$ cat src/rtl/oh_fifo_rd_stream_if.sv
// Stream-side and FIFO-side signals of oh_fifo_rd_stream, bundled as one
// interface. The slave modport is the consumer block; the master modport is
// the surrounding system (FIFO read port plus downstream sink).
interface oh_fifo_rd_stream_if #(
  parameter int DW = 104
);
  logic          fifo_empty;
  logic          fifo_rd_en;
  logic [DW-1:0] fifo_dout;
  logic          clear;
  logic          out_valid;
  logic          out_ready;
  logic [DW-1:0] out_data;
  logic [1:0]    out_count;
  logic          busy;

  modport slave (
    input  fifo_empty, fifo_dout, clear, out_ready,
    output fifo_rd_en, out_valid, out_data, out_count, busy
  );

  modport master (
    output fifo_empty, fifo_dout, clear, out_ready,
    input  fifo_rd_en, out_valid, out_data, out_count, busy
  );
endinterface

$ cat src/rtl/oh_fifo_rd_stream.sv
// oh_fifo_rd_stream: read-side consumer for the dual-clock FIFO.
// Turns the FIFO's empty/rd_en/registered-dout port (one cycle read latency)
// into a valid/ready stream through a 3-entry skid buffer. fifo_rd_en depends
// only on registered state, fifo_empty and clear, never on out_ready.
// Optional statistics outputs are enabled by defining OH_FIFO_RD_STREAM_STATS_EN.
module oh_fifo_rd_stream #(
  parameter int DW   = 104,
  parameter int SKID = 3
) (
  input  logic                clk,
  input  logic                nreset,
  oh_fifo_rd_stream_if.slave  io
`ifdef OH_FIFO_RD_STREAM_STATS_EN
  ,
  output logic [31:0]         stat_words,
  output logic                stat_stall
`endif
);

  if (SKID != 3) begin : g_skid_check
    $error("oh_fifo_rd_stream: SKID must be 3");
  end

  logic [DW-1:0] r_buf [0:2];
  logic [1:0]    r_wr_ptr;
  logic [1:0]    r_rd_ptr;
  logic [1:0]    r_count;
  logic          r_inflight;
  logic          r_discard;

  logic [2:0]    w_pending;
  logic          w_rd_en;
  logic          w_cap;
  logic          w_pop;

  // Modulo-3 pointer increment: 0,1,2,0
  function automatic logic [1:0] f_inc(input logic [1:0] p);
    return (p == 2'd2) ? 2'd0 : p + 2'd1;
  endfunction

  // Words already buffered plus the one possibly in flight must leave room
  assign w_pending = {1'b0, r_count} + {2'b00, r_inflight};
  assign w_rd_en   = nreset & ~io.clear & ~io.fifo_empty & (w_pending <= 3'd2);
  assign w_cap     = r_inflight & ~r_discard;
  assign w_pop     = (r_count != 2'd0) & io.out_ready;

  // Occupancy, pointers and in-flight tracking; clear overrides capture and pop
  always_ff @(posedge clk or negedge nreset) begin
    if (!nreset) begin
      r_wr_ptr   <= '0;
      r_rd_ptr   <= '0;
      r_count    <= '0;
      r_inflight <= 1'b0;
      r_discard  <= 1'b0;
    end else if (io.clear) begin
      r_wr_ptr   <= '0;
      r_rd_ptr   <= '0;
      r_count    <= '0;
      r_inflight <= w_rd_en;
      r_discard  <= r_inflight | w_rd_en;
    end else begin
      r_inflight <= w_rd_en;
      r_discard  <= 1'b0;
      if (w_cap) r_wr_ptr <= f_inc(r_wr_ptr);
      if (w_pop) r_rd_ptr <= f_inc(r_rd_ptr);
      case ({w_cap, w_pop})
        2'b10:   r_count <= r_count + 2'd1;
        2'b01:   r_count <= r_count - 2'd1;
        default: r_count <= r_count;
      endcase
    end
  end

  // Buffer storage is data only and carries no reset
  always_ff @(posedge clk) begin
    if (!io.clear && w_cap) r_buf[r_wr_ptr] <= io.fifo_dout;
  end

  a_no_overflow: assert property (@(posedge clk) disable iff (!nreset)
    !(r_count == 2'd3 && r_inflight));

  assign io.fifo_rd_en = w_rd_en;
  assign io.out_valid  = (r_count != 2'd0);
  assign io.out_data   = r_buf[r_rd_ptr];
  assign io.out_count  = r_count;
  assign io.busy       = (r_count != 2'd0) | r_inflight;

`ifdef OH_FIFO_RD_STREAM_STATS_EN
  logic [31:0] r_stat_words;
  logic [3:0]  r_stall_run;
  logic        r_stat_stall;

  // Accepted-pop counter and sticky 16-cycle stall detector
  always_ff @(posedge clk or negedge nreset) begin
    if (!nreset) begin
      r_stat_words <= '0;
      r_stall_run  <= '0;
      r_stat_stall <= 1'b0;
    end else begin
      if (w_pop && !io.clear) r_stat_words <= r_stat_words + 32'd1;
      if (io.out_valid && !io.out_ready) begin
        if (r_stall_run == 4'd15) r_stat_stall <= 1'b1;
        else                      r_stall_run  <= r_stall_run + 4'd1;
      end else begin
        r_stall_run <= '0;
      end
    end
  end

  assign stat_words = r_stat_words;
  assign stat_stall = r_stat_stall;
`endif

endmodule

$ cat src/flat_wrapper.sv
// flat-port wrapper written by rule: the top's interface ports become plain ports
module oh_fifo_rd_stream_flat 
#(
  parameter int DW   = 104,
  parameter int SKID = 3
)
  (clk, nreset, io_fifo_empty, io_fifo_dout, io_clear, io_out_ready, io_fifo_rd_en, io_out_valid, io_out_data, io_out_count, io_busy);
  oh_fifo_rd_stream_if #(.DW(DW)) io_i ();
  input  logic clk;
  input  logic nreset;
  input wire logic [$bits(io_i.fifo_empty)-1:0] io_fifo_empty;
  input wire logic [$bits(io_i.fifo_dout)-1:0] io_fifo_dout;
  input wire logic [$bits(io_i.clear)-1:0] io_clear;
  input wire logic [$bits(io_i.out_ready)-1:0] io_out_ready;
  output wire logic [$bits(io_i.fifo_rd_en)-1:0] io_fifo_rd_en;
  output wire logic [$bits(io_i.out_valid)-1:0] io_out_valid;
  output wire logic [$bits(io_i.out_data)-1:0] io_out_data;
  output wire logic [$bits(io_i.out_count)-1:0] io_out_count;
  output wire logic [$bits(io_i.busy)-1:0] io_busy;
  assign io_i.fifo_empty = io_fifo_empty;
  assign io_i.fifo_dout = io_fifo_dout;
  assign io_i.clear = io_clear;
  assign io_i.out_ready = io_out_ready;
  assign io_fifo_rd_en = io_i.fifo_rd_en;
  assign io_out_valid = io_i.out_valid;
  assign io_out_data = io_i.out_data;
  assign io_out_count = io_i.out_count;
  assign io_busy = io_i.busy;
  oh_fifo_rd_stream #(.DW(DW), .SKID(SKID)) u_core (.clk(clk), .nreset(nreset), .io(io_i));
endmodule
$ cat config.mk
export PLATFORM = sky130hd
export DESIGN_NAME = oh_fifo_rd_stream_flat
export DESIGN_NICKNAME = d
export VERILOG_FILES = /design/src/rtl/oh_fifo_rd_stream_if.sv /design/src/rtl/oh_fifo_rd_stream.sv /design/src/flat_wrapper.sv
export SDC_FILE = /design/constraint.sdc
export NUM_CORES = 1
export LEC_CHECK = 0
export CAP_MARGIN = 25
export CELL_PAD_IN_SITES_DETAIL_PLACEMENT = 1
export CELL_PAD_IN_SITES_GLOBAL_PLACEMENT = 1
export CORE_MARGIN = 3
export CORE_UTILIZATION = 44
export DETAILED_ROUTE_END_ITERATION = 6
export PLACE_DENSITY = 0.83
export SKIP_LAST_GASP = 1
export SLEW_MARGIN = 20
export SYNTH_ARGS = -nofsm -noshare
export SYNTH_HDL_FRONTEND = slang
export SYNTH_SLANG_ARGS = --single-unit
export TNS_END_PERCENT = 10
$ cat constraint.sdc
create_clock -name clk -period 11.1 [get_ports clk]
set_input_delay 1.665 -clock clk [delete_from_list [all_inputs] [get_ports clk]]
set_output_delay 1.665 -clock clk [all_outputs]
set_load 0.05 [all_outputs]
Yosys cells after proc, flatten, opt, wreduce, memory -nomap -nowiden --
Memory sizes are Yosys's and may differ from the RTL's. Cells that the tools add are included.
Word-level totals: bits in registers 8, bits in writable memories 312, input bits 109, output and inout port bits 109, memories 1
Memories:
- u_core.r_buf | words 3, width 104, read ports 1, clocked after memory_dff 0, wr ports 1, RTL line oh_fifo_rd_stream.sv:24 | logic [DW-1:0] r_buf [0:2];
Operators by class: $add $sub $neg 5, $lt $le $gt $ge 1, equal/unequal tests 4, multiplexer cells 11, bitwise gates (word level) 10, reduce and logical (&&, ||, !) cells 6
Operators by type and width (count):
- 2-to-1 mux 2 bit | 7
- adder 2 x 1 -> 2 bit, second input constant | 3
- == test 2 bit, second input constant | 3
- nonzero test 2 bit | 3
- AND 1 bit | 5
- case mux 2 bit (2 select lines) | 1
- adder 2 x 1 -> 3 bit | 1
- less-or-equal comparator 3 x 2 -> 1 bit, second input constant | 1
- 2-to-1 mux 1 bit | 3
- NOT 1 bit | 3
- nonzero test 3 bit | 1
- == test 2 x 1 -> 1 bit, second input constant | 1
- OR 1 bit | 2
- subtractor 2 x 1 -> 2 bit, second input constant | 1
- logical AND 1 bit | 1
- logical NOT 1 bit | 1

Depth between registers and ports, before layout --
depth in word-level cells 6, gate-level depth with buffers 5, depth with buffers taken out 5

Worst setup path after synthesis --
Ideal clock, no wire load.
kind input-to-reg, from input io_clear, to memory u_core.r_buf[1][0], enable pin, setup time 0.716 ns, data arrival time 9.724 ns, setup slack 0.660 ns, stages 3, path buffers 1, cell sequence clkbuf_1 or2_2 nor3b_1
On the way: word-level cells in the longest chain between the ends 4
RTL lines:
- start: declaration | RTL line flat_wrapper.sv:13 | input wire logic [$bits(io_i.clear)-1:0] io_clear;
- logical NOT 1 bit | RTL line oh_fifo_rd_stream.sv:76 | if (!io.clear && w_cap) r_buf[r_wr_ptr] <= io.fifo_dout;
- logical AND 1 bit | RTL line oh_fifo_rd_stream.sv:76
- 2-to-1 mux 1 bit | RTL line oh_fifo_rd_stream.sv:76
- 2-to-1 mux 1 bit (not written as such) | RTL line oh_fifo_rd_stream.sv:76
- end: declaration | RTL line oh_fifo_rd_stream.sv:24
No other way between the ends.

Final worst setup path --
from input nreset, to output io_fifo_rd_en
On the way: word-level cells in the longest chain between the ends 3
RTL lines:
- start: declaration | RTL line flat_wrapper.sv:10 | input logic nreset;
- AND 1 bit (3 in a row) | RTL line oh_fifo_rd_stream.sv:43 | assign w_rd_en = nreset & ~io.clear & ~io.fifo_empty & (w_pending <= 3'd2);
- end: declaration | RTL line flat_wrapper.sv:15 | output wire logic [$bits(io_i.fifo_rd_en)-1:0] io_fifo_rd_en;
No other way between the ends.

==> metrics.log <==
INFO  metric run_status = completed
INFO  metric max-cap-violations = 0
INFO  metric drt-total-wl = roughly 27,000 microns
INFO  metric worstHoldStart = u_core.r_inflight
INFO  metric synth_top_area_share = 0.7827
INFO  metric yosys.area.top_type = sky130_fd_sc_hd__edfxtp_1
INFO  metric cts_buffers = 35
INFO  metric finClkSkew = ~11 ps
INFO  metric arrival = roughly 3700 ps
INFO  metric r2r-start = u_core.r_discard
INFO  metric floorplan.initialDensity = 0.4529
INFO  metric area.growth.synth_to_final = 29.72%
INFO  metric tightest_slew = about 930 ps
INFO  metric dominant_cell_by_count_in_the_synthesized_netlist = sky130_fd_sc_hd__edfxtp_1
INFO  metric share_of_flip_flops_with_an_asynchronous_set_or_reset = 0.02500
INFO  metric final_hold_viol_count = 0
INFO  metric tritoncts_clock_tree = yes
INFO  metric power_report.internal_total = 2031 uW
INFO  metric hold-path-endpoint = u_core.r_discard
INFO  metric net_count_reported_at_finish = between 1,000 and 1,500
INFO  metric power_per_cell_area = roughly 160 nW/um^2
INFO  metric die_w = about 170 microns
INFO  metric syn-mean-instance-area = ~17 sq um
INFO  metric finalSetupViolCount = 0
INFO  metric synth.distinct_cells = 27
INFO  metric die_area = just under 30,000 sq um
INFO  metric dominantRegCellSynth = sky130_fd_sc_hd__edfxtp_1
INFO  metric worstRegToRegCells = 5
INFO  metric vias_per_cell = between 5 and 6
INFO  metric route.detailed.drc = 0
INFO  metric wl_per_cell = approximately 21 microns
INFO  metric criticalPathCategory = input pin to output port
INFO  metric number_of_i_o_pins = between 200 and 250
INFO  metric post_cts_buffers = 0
INFO  metric finalWeightedCongestion = approximately 0.70
INFO  metric slew_violations = 0
INFO  metric worst_hold_path.num_cells = 1
INFO  metric layout_min_cycle_time = 5323 ps
INFO  metric ir_drop = around 130 uV
INFO  metric grt_max_degree = 109
INFO  metric power_switching_share = 0.2062
INFO  metric synth_sequential_area_ratio = 0.7994
INFO  metric hp-class = flip-flop to flip-flop
INFO  metric seq_power_share = 0.524
INFO  metric regToRegEndpoint = u_core.r_buf[0][19]
INFO  metric netlist_instances = about 710
INFO  metric crit_path_start_kind = input pin
INFO  metric grt_pass1_vias = ~7,400
INFO  metric switching_power = 527.6 uW
INFO  metric power.static_leakage = 0.004806 uW
INFO  metric netlist_top_cells_count = sky130_fd_sc_hd__edfxtp_1, sky130_fd_sc_hd__nand2_1, sky130_fd_sc_hd__mux2i_1
INFO  metric post-route-cell-area = roughly 16,000 sq um
INFO  metric rsz0062_at_grt = no
INFO  metric first_iter_violations = around 480
INFO  metric hold_buffers = 0
INFO  metric post-route-period-util = 0.4795
INFO  metric globalRoute.totalOverflow = 0
INFO  metric worst-path-max-fanout = 9
INFO  metric core_region_area = 26,430 sq um
INFO  metric cts_resized = 0
INFO  metric drtPass1Iterations = 4
INFO  metric num_rows = just under 60
INFO  metric layout-drive-gt1-share = 0.06172
INFO  metric clkLatencyLatePin = 500 ps
INFO  metric die_height = 170.9 microns
INFO  metric cts-root-to-sink-buffers = 3
INFO  metric detailedPlacementHpwl = 16,630 microns
INFO  metric dpl.cell_count = approximately 1,200
INFO  metric achievable_freq = between 150 and 200 MHz
INFO  metric initial_antenna_violation_count = 1
INFO  metric cp_data_required_time = about 9400 ps
INFO  metric comb_power_share = 0.064
INFO  metric reg2reg_slack = 8190 ps
INFO  metric synth.cell_area = approximately 12,000 sq um
INFO  metric synth_warnings = 0
INFO  metric cts-htree-levels = 2
INFO  metric synth_nets = 818
INFO  metric ys_seq_elements = 320
INFO  metric ctsRootBufferMaster = sky130_fd_sc_hd__clkbuf_16
INFO  metric grt_usage = 0.1811
INFO  metric clock_power_share = 0.412
INFO  metric end_kind = output port
INFO  metric first_pass_grt_wire_length = about 41,000 microns
INFO  metric ant_nets = 0
INFO  metric cts.sinks = 320
INFO  metric placed_area = 14,450 sq um
INFO  metric clk_pin_slew = about 60 ps
INFO  metric setup_total_negative_slack = 0 ps
INFO  metric finish.cell_count_without_fillers = between 1,000 and 1,500
INFO  metric synth-edff-count = between 300 and 400
INFO  metric routed-via-count = about 6,700
INFO  metric yosys-top-cells-area = sky130_fd_sc_hd__edfxtp_1, sky130_fd_sc_hd__mux2i_1, sky130_fd_sc_hd__nand2_1
INFO  metric slew_headroom = 0.3768
INFO  metric port-buffer-count = around 220
-- sequential cells by signal, summed over array words and instances, names as in the netlist --
register and count:
u_core.io.out_count 2, u_core.r_buf 312, u_core.r_discard 1, u_core.r_inflight 1, u_core.r_rd_ptr 2, u_core.r_wr_ptr 2
-- metal layers --
metal  up-vias  global-route usage  part of all wire
li1       3133                   -                 -
met1      3381              0.2162              0.40
met2       189              0.3142              0.51
met3        41             0.06077             0.075
met4         0             0.05318             0.018
met5         -                   0                 0
-- area by class of cell --
| type | count | area [sq um] |
|---|---|---|
| clock buffer | 47 | 920.9 |
| timing repair buffer | 228 | 2295 |
| clock inverter | 11 | 103.9 |
| inverter | 3 | 11.26 |
| tap | 335 | 419.2 |
| sequential | 320 | 9577 |
| fill | 2393 | 10900 |
| multi-input combinational | 347 | 2198 |
| antenna | 1 | 2.502 |
-- worst max-delay path: stages --
cell	delay [ps]
sky130_fd_sc_hd__clkdlybuf4s50_1	720
sky130_fd_sc_hd__nor4b_1	380
sky130_fd_sc_hd__clkdlybuf4s50_1	890
-- worst max path at each step --
stage,from,endpoint,slack [ps]
3_5_place_dp,nreset,io_fifo_rd_en,5730
4_1_cts,u_core.r_rd_ptr[1],io_out_data[80],5650
5_1_grt,nreset,io_fifo_rd_en,5650
6_report,nreset,io_fifo_rd_en,5780
2_1_floorplan,io_clear,u_core.r_buf[1][0],660
3_3_place_gp,nreset,io_fifo_rd_en,5710
-- power groups by stage --
stage / Clock, uW / Combinational, uW / Sequential [uW]
5_1_grt: 1140 / 172 / 1340
3_3_place_gp: 0 / 158 / 1370
6_report: 1050 / 163 / 1340
2_1_floorplan: 0 / 78.3 / 1370
3_5_place_dp: 0 / 164 / 1370
4_1_cts: 1090 / 165 / 1340
-- cells in the final DEF (no fill, tap or decap), drive strengths merged, types with 3 or more instances in the layout --
cell,netlist,final
buf,16,11
ha,3,3
inv,3,4
a21oi,6,6
mux2i,105,105
or3,3,3
o21ai,106,106
edfxtp,312,312
nand2,109,109
clkdlybuf4s50,0,217
clkinv,0,8
dfrtp,8,8
clkbuf,20,47
-- stage by stage --
step                utilization  hold WS, ps  power, uW  setup slack [ps]
detailed placement       0.5466        577.8       1530              5730
floorplan                     -        513.0       1446             659.7
finish                   0.5875        575.6       2559              5777
global route             0.5875        609.3       2653              5652
CTS                      0.5854        589.8       2594              5653
global placement         0.5466        560.6       1524              5706
-- kinds of logic (layout without fill, tap and decap cells) --
family,after synthesis,after routing,synth area share
adder cells (fa/ha/maj),3,3,0.003136
flip-flops,320,320,0.7994
buffers and inverters,39,289,0.01819
multiplexers,105,105,0.08780
AND/OR/NAND/NOR,125,125,0.04348
AO/OA/AOI/OAI,114,114,0.04798
other,0,1,0
(Power assumes the default switching activity.)
